--- config.mk ---
export PLATFORM = sky130hd
export DESIGN_NAME = alu_exec_stage
export DESIGN_NICKNAME = d
export VERILOG_FILES = /design/src/rtl/alu_pkg.sv /design/src/rtl/alu_core.sv /design/src/rtl/alu_exec_stage.sv
export SDC_FILE = /design/constraint.sdc
export NUM_CORES = 1
export LEC_CHECK = 0
export CAP_MARGIN = 40
export CORE_MARGIN = 1
export CORE_UTILIZATION = 58
export DETAILED_ROUTE_END_ITERATION = 8
export PLACE_DENSITY = 0.93
export SYNTH_ARGS = -nofsm -noshare
export SYNTH_HDL_FRONTEND = slang
export SYNTH_HIERARCHICAL = 1
export SYNTH_SLANG_ARGS = --single-unit
--- constraint.sdc ---
create_clock -name clk -period 3.9 [get_ports clk]
set_clock_uncertainty 0.15 [all_clocks]
set_input_delay 0.585 -clock clk [delete_from_list [all_inputs] [get_ports clk]]
set_output_delay 0.585 -clock clk [all_outputs]
set_load 0.01 [all_outputs]
--- src/rtl/alu_pkg.sv ---
// rtl/alu_pkg.sv - ALU opcode encoding and execute-stage state types
package alu_pkg;

  localparam int ALUOP_W = 3;

  typedef enum logic [ALUOP_W-1:0] {
    ALU_ADD  = 3'b000,
    ALU_SUB  = 3'b001,
    ALU_AND  = 3'b010,
    ALU_OR   = 3'b011,
    ALU_SLT  = 3'b100,
    ALU_XOR  = 3'b101,
    ALU_ILL6 = 3'b110,
    ALU_ILL7 = 3'b111
  } alu_op_e;

  typedef enum logic [1:0] {
    ST_EMPTY = 2'b00,
    ST_ONE   = 2'b01,
    ST_FULL  = 2'b10
  } stage_state_e;

endpackage

--- src/rtl/alu_core.sv ---
// rtl/alu_core.sv - combinational ALU: result, zero flag and illegal-opcode flag
module alu_core
  import alu_pkg::*;
#(
  parameter int WIDTH = 32
) (
  input  logic [WIDTH-1:0]   src_a_i,
  input  logic [WIDTH-1:0]   src_b_i,
  input  logic [ALUOP_W-1:0] alu_control_i,
  output logic [WIDTH-1:0]   result_o,
  output logic               zero_o,
  output logic               illegal_o
);

  logic slt_w;

  assign slt_w = $signed(src_a_i) < $signed(src_b_i);

  always_comb begin
    result_o  = '0;
    illegal_o = 1'b0;
    case (alu_op_e'(alu_control_i))
      ALU_ADD: result_o = src_a_i + src_b_i;
      ALU_SUB: result_o = src_a_i - src_b_i;
      ALU_AND: result_o = src_a_i & src_b_i;
      ALU_OR:  result_o = src_a_i | src_b_i;
      ALU_SLT: result_o = {{(WIDTH-1){1'b0}}, slt_w};
      ALU_XOR: result_o = src_a_i ^ src_b_i;
      default: illegal_o = 1'b1;
    endcase
    zero_o = (result_o == '0);
  end

endmodule

--- src/rtl/alu_exec_stage.sv ---
// rtl/alu_exec_stage.sv - ALU execute stage with two-entry skid buffer and saturating op counter
module alu_exec_stage
  import alu_pkg::*;
#(
  parameter int WIDTH = 32,
  parameter int CNT_W = 16
) (
  input  logic               clk,
  input  logic               reset,
  input  logic               in_valid,
  output logic               in_ready,
  input  logic [WIDTH-1:0]   src_a,
  input  logic [WIDTH-1:0]   src_b,
  input  logic [ALUOP_W-1:0] alu_control,
  output logic               out_valid,
  input  logic               out_ready,
  output logic [WIDTH-1:0]   result,
  output logic               zero,
  output logic               illegal,
  output logic [CNT_W-1:0]   op_count
);

  stage_state_e state_q, state_d;

  logic [WIDTH-1:0] core_res;
  logic             core_zero, core_ill;

  logic [WIDTH-1:0] main_res_q, skid_res_q;
  logic             main_zero_q, skid_zero_q;
  logic             main_ill_q, skid_ill_q;
  logic [CNT_W-1:0] cnt_q;

  logic acc, del;
  logic load_main_new, load_main_skid, load_skid;

  alu_core #(.WIDTH(WIDTH)) u_core (
    .src_a_i       (src_a),
    .src_b_i       (src_b),
    .alu_control_i (alu_control),
    .result_o      (core_res),
    .zero_o        (core_zero),
    .illegal_o     (core_ill)
  );

  assign acc = in_valid && in_ready;
  assign del = out_valid && out_ready;

  always_ff @(posedge clk or posedge reset) begin
    if (reset) state_q <= ST_EMPTY;
    else       state_q <= state_d;
  end

  always_comb begin
    state_d = state_q;
    case (state_q)
      ST_EMPTY: if (acc) state_d = ST_ONE;
      ST_ONE: begin
        if (acc && !del)      state_d = ST_FULL;
        else if (!acc && del) state_d = ST_EMPTY;
      end
      ST_FULL:  if (del) state_d = ST_ONE;
      default:  state_d = ST_EMPTY;
    endcase
  end

  // Handshake outputs decode only the state register, so in_ready never sees out_ready.
  always_comb begin
    in_ready  = 1'b0;
    out_valid = 1'b0;
    case (state_q)
      ST_EMPTY: in_ready = 1'b1;
      ST_ONE: begin
        in_ready  = 1'b1;
        out_valid = 1'b1;
      end
      ST_FULL:  out_valid = 1'b1;
      default: begin
        in_ready  = 1'b0;
        out_valid = 1'b0;
      end
    endcase
  end

  assign load_main_new  = acc && ((state_q == ST_EMPTY) || ((state_q == ST_ONE) && del));
  assign load_skid      = acc && (state_q == ST_ONE) && !del;
  assign load_main_skid = del && (state_q == ST_FULL);

  always_ff @(posedge clk or posedge reset) begin
    if (reset) begin
      main_res_q  <= '0;
      main_zero_q <= 1'b0;
      main_ill_q  <= 1'b0;
      skid_res_q  <= '0;
      skid_zero_q <= 1'b0;
      skid_ill_q  <= 1'b0;
    end else begin
      if (load_main_new) begin
        main_res_q  <= core_res;
        main_zero_q <= core_zero;
        main_ill_q  <= core_ill;
      end else if (load_main_skid) begin
        main_res_q  <= skid_res_q;
        main_zero_q <= skid_zero_q;
        main_ill_q  <= skid_ill_q;
      end
      if (load_skid) begin
        skid_res_q  <= core_res;
        skid_zero_q <= core_zero;
        skid_ill_q  <= core_ill;
      end
    end
  end

  always_ff @(posedge clk or posedge reset) begin
    if (reset)                     cnt_q <= '0;
    else if (del && (cnt_q != '1)) cnt_q <= cnt_q + 1'b1;
  end

  assign result   = main_res_q;
  assign zero     = main_zero_q;
  assign illegal  = main_ill_q;
  assign op_count = cnt_q;

endmodule

==> Flow_metrics.wiki, run 1 <==
{| class="wikitable"
! Metric !! Value
|-
| Result of the run || stopped before the end
|-
| Stage reached || 5_1_grt
|-
| Tool error || [ERROR GRT-0232] Routing congestion too high. Check the congestion heatmap in the GUI.
|-
| Netlist Area Pre-Place || 9770 um2
|-
| Yosys top cell by area || sky130_fd_sc_hd__dfrtp_1
|-
| Count of flip-flops with a built-in enable after synthesis || 0
|-
| Number of storage elements in the synthesis netlist || 86
|-
| Cell with the most instances after synthesis || sky130_fd_sc_hd__nor2_1
|-
| Die span in x || 132 um
|-
| Starting density of the core || 0.591
|-
| Syn nets || 1370
|-
| Clk buf depth || 2
|-
| Number of clock sinks || 86
|-
| Overall routing resource usage || 0.876
|-
| Count of cell types in the netlist || 95
|-
| Overflow left after global routing || 276
|-
| Endpoint with the least setup slack after the last global-route repair || zero$_DFFE_PP0P_/D
|-
| CTS root buf || sky130_fd_sc_hd__clkbuf_16
|-
| Sequential element share of the synthesized area || 0.220
|-
| Fraction of registers with async set/reset || 1.00
|-
| Post-Syn Area per Cell || 8.20 um2
|-
| Number of buffers inserted by port buffering || 122
|-
| Warning count from the yosys run || 6
|-
| Total CTS buffers || 9
|-
| Placed cell area || 13300 um2
|-
| Count of standard-cell rows || 47
|-
| Most common library cells after synthesis || sky130_fd_sc_hd__nor2_1 (123), sky130_fd_sc_hd__a21oi_1 (106), sky130_fd_sc_hd__ha_1 (106)
|-
| Pin count of the biggest net entering global routing || 69
|-
| Final weighted congestion of routability-driven global placement || 1.12
|-
| Ranking of synthesized cells by area || sky130_fd_sc_hd__dfrtp_1 (22%), sky130_fd_sc_hd__ha_1 (14%), sky130_fd_sc_hd__a21oi_1 (5.4%)
|-
| IO Count || 123
|-
| Kind of the worst endpoint || register input
|-
| Placed wire-length estimate after detailed placement || 29300 um
|-
| Count of mapped cells out of synthesis || 1191
|-
| Top flip-flop cell by instance count after synthesis || sky130_fd_sc_hd__dfrtp_1
|-
| Die Y-Extent || 132 um
|-
| Count of H-tree levels built during CTS || 3
|-
| Area fraction of the dominant cell type after synthesis || 0.220
|}
==> timing repair <==
| item | 4_1_cts |
|---|---|
| gates cloned | 1 |
| resized for setup | 211 |
| pin swaps | 88 |
| setup endpoints to repair | 17 |
| hold buffers | 0 |
| setup buffers | 34 |
==> kinds of logic after synthesis <==
kind of cell,count (synthesis),share of synthesized area
flops,86,0.220
compound gates,348,0.246
buf+inv,172,0.0770
xor+xnor,26,0.0233
simple gates,366,0.190
mux,85,0.104
fa+ha+maj,108,0.140
==> per-layer routing <==
layer | track usage | overflow
met1 | 0.865 | 10
met2 | 1.00 | 146
met3 | 0.775 | 10
met4 | 0.902 | 109
met5 | 0.425 | 1
==> stage by stage <==
step / util / hold slack [ns] / setup WS, ns / instances
after floorplan: - / 0.307 / -0.319 / 1191
after global placement: 0.807 / 0.317 / -1.13 / 1783
after detailed placement: 0.807 / 0.327 / -1.46 / 1783
after CTS: 0.881 / 0.339 / -0.542 / 1834
==> inputs of run 2 (changes only) <==
- CORE_UTILIZATION: 58 -> 40
- PLACE_DENSITY: 0.93 -> not set
- PLACE_DENSITY_LB_ADDON: not set -> 0.15
==> run 2 against run 1 <==
The flow now finishes, with violations (setup timing). Synthesized area is the same. Synthesized cell count unchanged.
==> Flow_metrics.wiki, run 2 <==
{| class="wikitable"
! Metric !! Value
|-
| Setup slack after layout || -0.467 ns
|-
| TritonRoute pass-1 iters || 5
|-
| Type of the setup path with the least slack || in2reg
|-
| Pint || 3.63 mW
|-
| Most common library cells after synthesis || sky130_fd_sc_hd__nor2_1 (123), sky130_fd_sc_hd__a21oi_1 (106), sky130_fd_sc_hd__ha_1 (106) (unchanged)
|-
| Ratio of routed vias to standard cells || 5.43
|-
| Part of the total power dissipated in sequential elements || 0.269
|-
| Starting density of the core || 0.413 (was 0.591)
|-
| Overall routing resource usage || 0.288
|-
| Leading cell type in the layout, fill and taps excluded || sky130_fd_sc_hd__buf_4
|-
| Average detailed-routed wire length per instance || 18.0 um
|-
| Number of antenna violations at the first check in global routing || 0
|-
| Wirelength, routed || 35800 um
|-
| Fraction of power consumed by the clock network || 0.138
|-
| CP endpoint kind || flop
|-
| Result of the run || finished, violations left (was stopped before the end)
|-
| Core outline area || 23700 um2
|-
| Data arrival time of the critical path || 4.48 ns
|-
| Required time reported for the critical path endpoint || 4.01 ns
|-
| 1st-iter DRT viols || 968
|-
| Final setup violating endpoints || 3
|-
| Top flip-flop cell by instance count after synthesis || sky130_fd_sc_hd__dfrtp_1 (unchanged)
|-
| Final-report max-slew violation count || 0
|-
| Layout cells sized above 1 || 0.411
|-
| Number of buffer and inverter stages on the critical path || 2
|-
| Die span in x || 158 um (was 132 um)
|-
| CTS tree || done
|-
| Worst-case vdd ir drop || 306 uV
|-
| Cell chain of the critical path || buf_12, ha_4, fa_2, a211oi_4, buf_4, o21ai_4, a22oi_2, a22oi_2, a311o_1, a2111oi_4, nor2b_2, or4_4, or4_4, nor3b_4, nor2_1, a21oi_1
|-
| Unrepaired setup endpoints after global routing || yes
|-
| Most frequent cells in the layout || sky130_fd_sc_hd__buf_4 (383), sky130_fd_sc_hd__nor2_1 (119), sky130_fd_sc_hd__a21oi_1 (90), sky130_fd_sc_hd__dfrtp_1 (86), sky130_fd_sc_hd__clkdlybuf4s50_1 (77)
|-
| Clock insertion delay at the later pin of the skew report || 0.33 ns
|-
| Worst-Margin Slew || 0.683 ns
|-
| Count of H-tree levels built during CTS || 3 (unchanged)
|-
| DRC errors left || 0
|-
| Fraction of registers with async set/reset || 1.00 (unchanged)
|-
| Total inserted antenna cells || 0
|-
| Total power divided by cell area || 379 nW/um2
|-
| Comb power frac || 0.592
|-
| Post-Syn Area per Cell || 8.20 um2 (unchanged)
|-
| Largest fanout on the critical path || 3
|-
| Library cell contributing the largest single delay on the critical path || sky130_fd_sc_hd__or4_4
|-
| Total CTS buffers || 9 (unchanged)
|-
| Final weighted congestion of routability-driven global placement || 0.943 (was 1.12)
|-
| Count of nets left with antenna violations after detail routing || 0
|-
| Cell with the most instances after synthesis || sky130_fd_sc_hd__nor2_1 (unchanged)
|-
| Final critical-path required period || 4.37 ns
|-
| Number of clock sinks || 86 (unchanged)
|-
| Sequential element share of the synthesized area || 0.220 (unchanged)
|-
| Number of hold violations in the final report || 0
|-
| Placed wire-length estimate after detailed placement || 28000 um (was 29300 um)
|-
| IO Count || 123 (unchanged)
|-
| Hold Path Class || reg2reg
|-
| Global-route wire length before repair || 56000 um
|-
| Pin count of the biggest net entering global routing || 69
|-
| Count of standard-cell rows || 56 (was 47)
|-
| Count of cell types in the netlist || 95 (unchanged)
|-
| CTS root buf || sky130_fd_sc_hd__clkbuf_16 (unchanged)
|-
| Number of buffers inserted by port buffering || 122 (unchanged)
|-
| Startpoint types || primary input
|-
| Switching Fraction || 0.376
|-
| Warning count from the yosys run || 6 (unchanged)
|-
| Count of flip-flops with a built-in enable after synthesis || 0 (unchanged)
|-
| Die footprint || 25100 um2
|-
| Syn nets || 1370 (unchanged)
|-
| Hold Buf Count CTS || 0 (unchanged)
|-
| Final Total Pwr || 5.82 mW
|-
| Standby leakage power || 7.37 nW
|-
| Post-placement worst setup slack || -1.32 ns (was -1.46 ns)
|-
| Synthesis-to-finish area growth || 56.9%
|-
| Area fraction of the dominant cell type after synthesis || 0.220 (unchanged)
|-
| Die Y-Extent || 158 um (was 132 um)
|-
| Total number of vias || 10800
|-
| Via count of the first global-routing pass || 10400
|-
| Count of mapped cells out of synthesis || 1191 (unchanged)
|-
| Clk buf depth || 2 (unchanged)
|-
| Maximum achievable frequency || 229 MHz
|-
| Number of violations of the max-capacitance limit || 0
|-
| Net total in the final layout || 1838
|-
| Period utilization || 1.12
|-
| Switching power || 2.19 mW
|-
| Ranking of synthesized cells by area || sky130_fd_sc_hd__dfrtp_1 (22%), sky130_fd_sc_hd__ha_1 (14%), sky130_fd_sc_hd__a21oi_1 (5.4%) (unchanged)
|-
| Highest cell delay on the worst timing path || 0.54 ns
|-
| Netlist Area Pre-Place || 9770 um2 (unchanged)
|-
| Number of storage elements in the synthesis netlist || 86 (unchanged)
|-
| Overflow left after global routing || 0
|-
| Clock edge transition at the registers on the reported setup and hold paths || 0.06 ns
|-
| Yosys top cell by area || sky130_fd_sc_hd__dfrtp_1 (unchanged)
|-
| Slew margin rel. || 0.540
|-
| Violated checks || setup timing
|-
| Largest delay contributor family on the critical path || compound AO/OA/AOI/OAI gates
|}
-- run 2: final cells by class --
class	count	area, um2
clock buffer	13	260
clock inverter	3	26.3
fill	2087	8350
inverter	108	428
multi-input combinational	933	7800
sequential	86	2150
tap	319	399
timing repair buffer	521	4270
-- run 2: cells by family after synthesis --
kind of cell | share of synthesized area
AOI/OAI and AO/OA | 0.246
and+or+nand+nor | 0.190
xor gates and xnor gates | 0.0233
adders and majority gates | 0.140
buffers and inverters | 0.0770
muxes | 0.104
DFF | 0.220
-- run 2: layer usage --
metal / part of all wire / track usage / wire (um) / vias up
met2: 0.45 / 0.461 / 16100 / 418
met3: 0.065 / 0.0316 / 2340 / 66
met1: 0.46 / 0.407 / 16500 / 5049
met4: 0.025 / 0.0833 / 885 / 0
li1: - / - / - / 5231
met5: 0 / 0 / 0 / -
-- run 2: per-stage QoR --
step | util | cells | cell area [um2] | hold WS [ns] | TNS, ns
floorplan | - | 1191 | 9820 | 0.307 | -0.624
global placement | 0.579 | 1907 | 13700 | 0.318 | -12.79
detailed placement | 0.579 | 1907 | 13700 | 0.340 | -14.69
CTS | 0.629 | 1976 | 14900 | 0.348 | -2.87
global route | 0.647 | 1983 | 15300 | 0.376 | -1.34
finish | 0.647 | 1983 | 15300 | 0.352 | -0.954
-- run 2: path summary, 6_finish.rpt --
path                                start  cells past startpoint              to  slack (ns)
max                              src_a[0]                     16            zero       -0.47
min                        skid_res_q[31]                      1  skid_res_q[31]        0.35
max reg2reg                    state_q[0]                      6      skid_ill_q        1.59
min reg2reg                skid_res_q[31]                      1  skid_res_q[31]        0.35
max in group asynchronous           reset                      3  skid_res_q[12]        2.43
min in group asynchronous           reset                      2      result[10]        0.42
-- run 2: repair_timing --
item                       in CTS  in global routing
setup endpoints to repair      13                 16
pin swaps                      76                 79
resized for setup             156                159
cloned                          0                  0
buffers inserted               53                 26
-- run 2: power by group through the flow --
stage               sequential, mW  combinational, mW  clock [mW]
floorplan                     1.60               1.69           0
global placement              1.56               3.09           0
detailed placement            1.58               3.14           0
CTS                           1.57               3.34       0.822
global route                  1.62               3.74       0.862
finish                        1.57               3.44       0.804
-- run 2: worst register-to-register path: stages, from the launching register on --
cell	delay, ns
sky130_fd_sc_hd__dfrtp_1	0.37
sky130_fd_sc_hd__inv_1	0.08
sky130_fd_sc_hd__ha_1	0.42
sky130_fd_sc_hd__nand2_2	0.14
sky130_fd_sc_hd__and3_2	0.37
sky130_fd_sc_hd__buf_12	0.28
sky130_fd_sc_hd__mux2_1	0.37
Power figures use the tool's default switching activity.
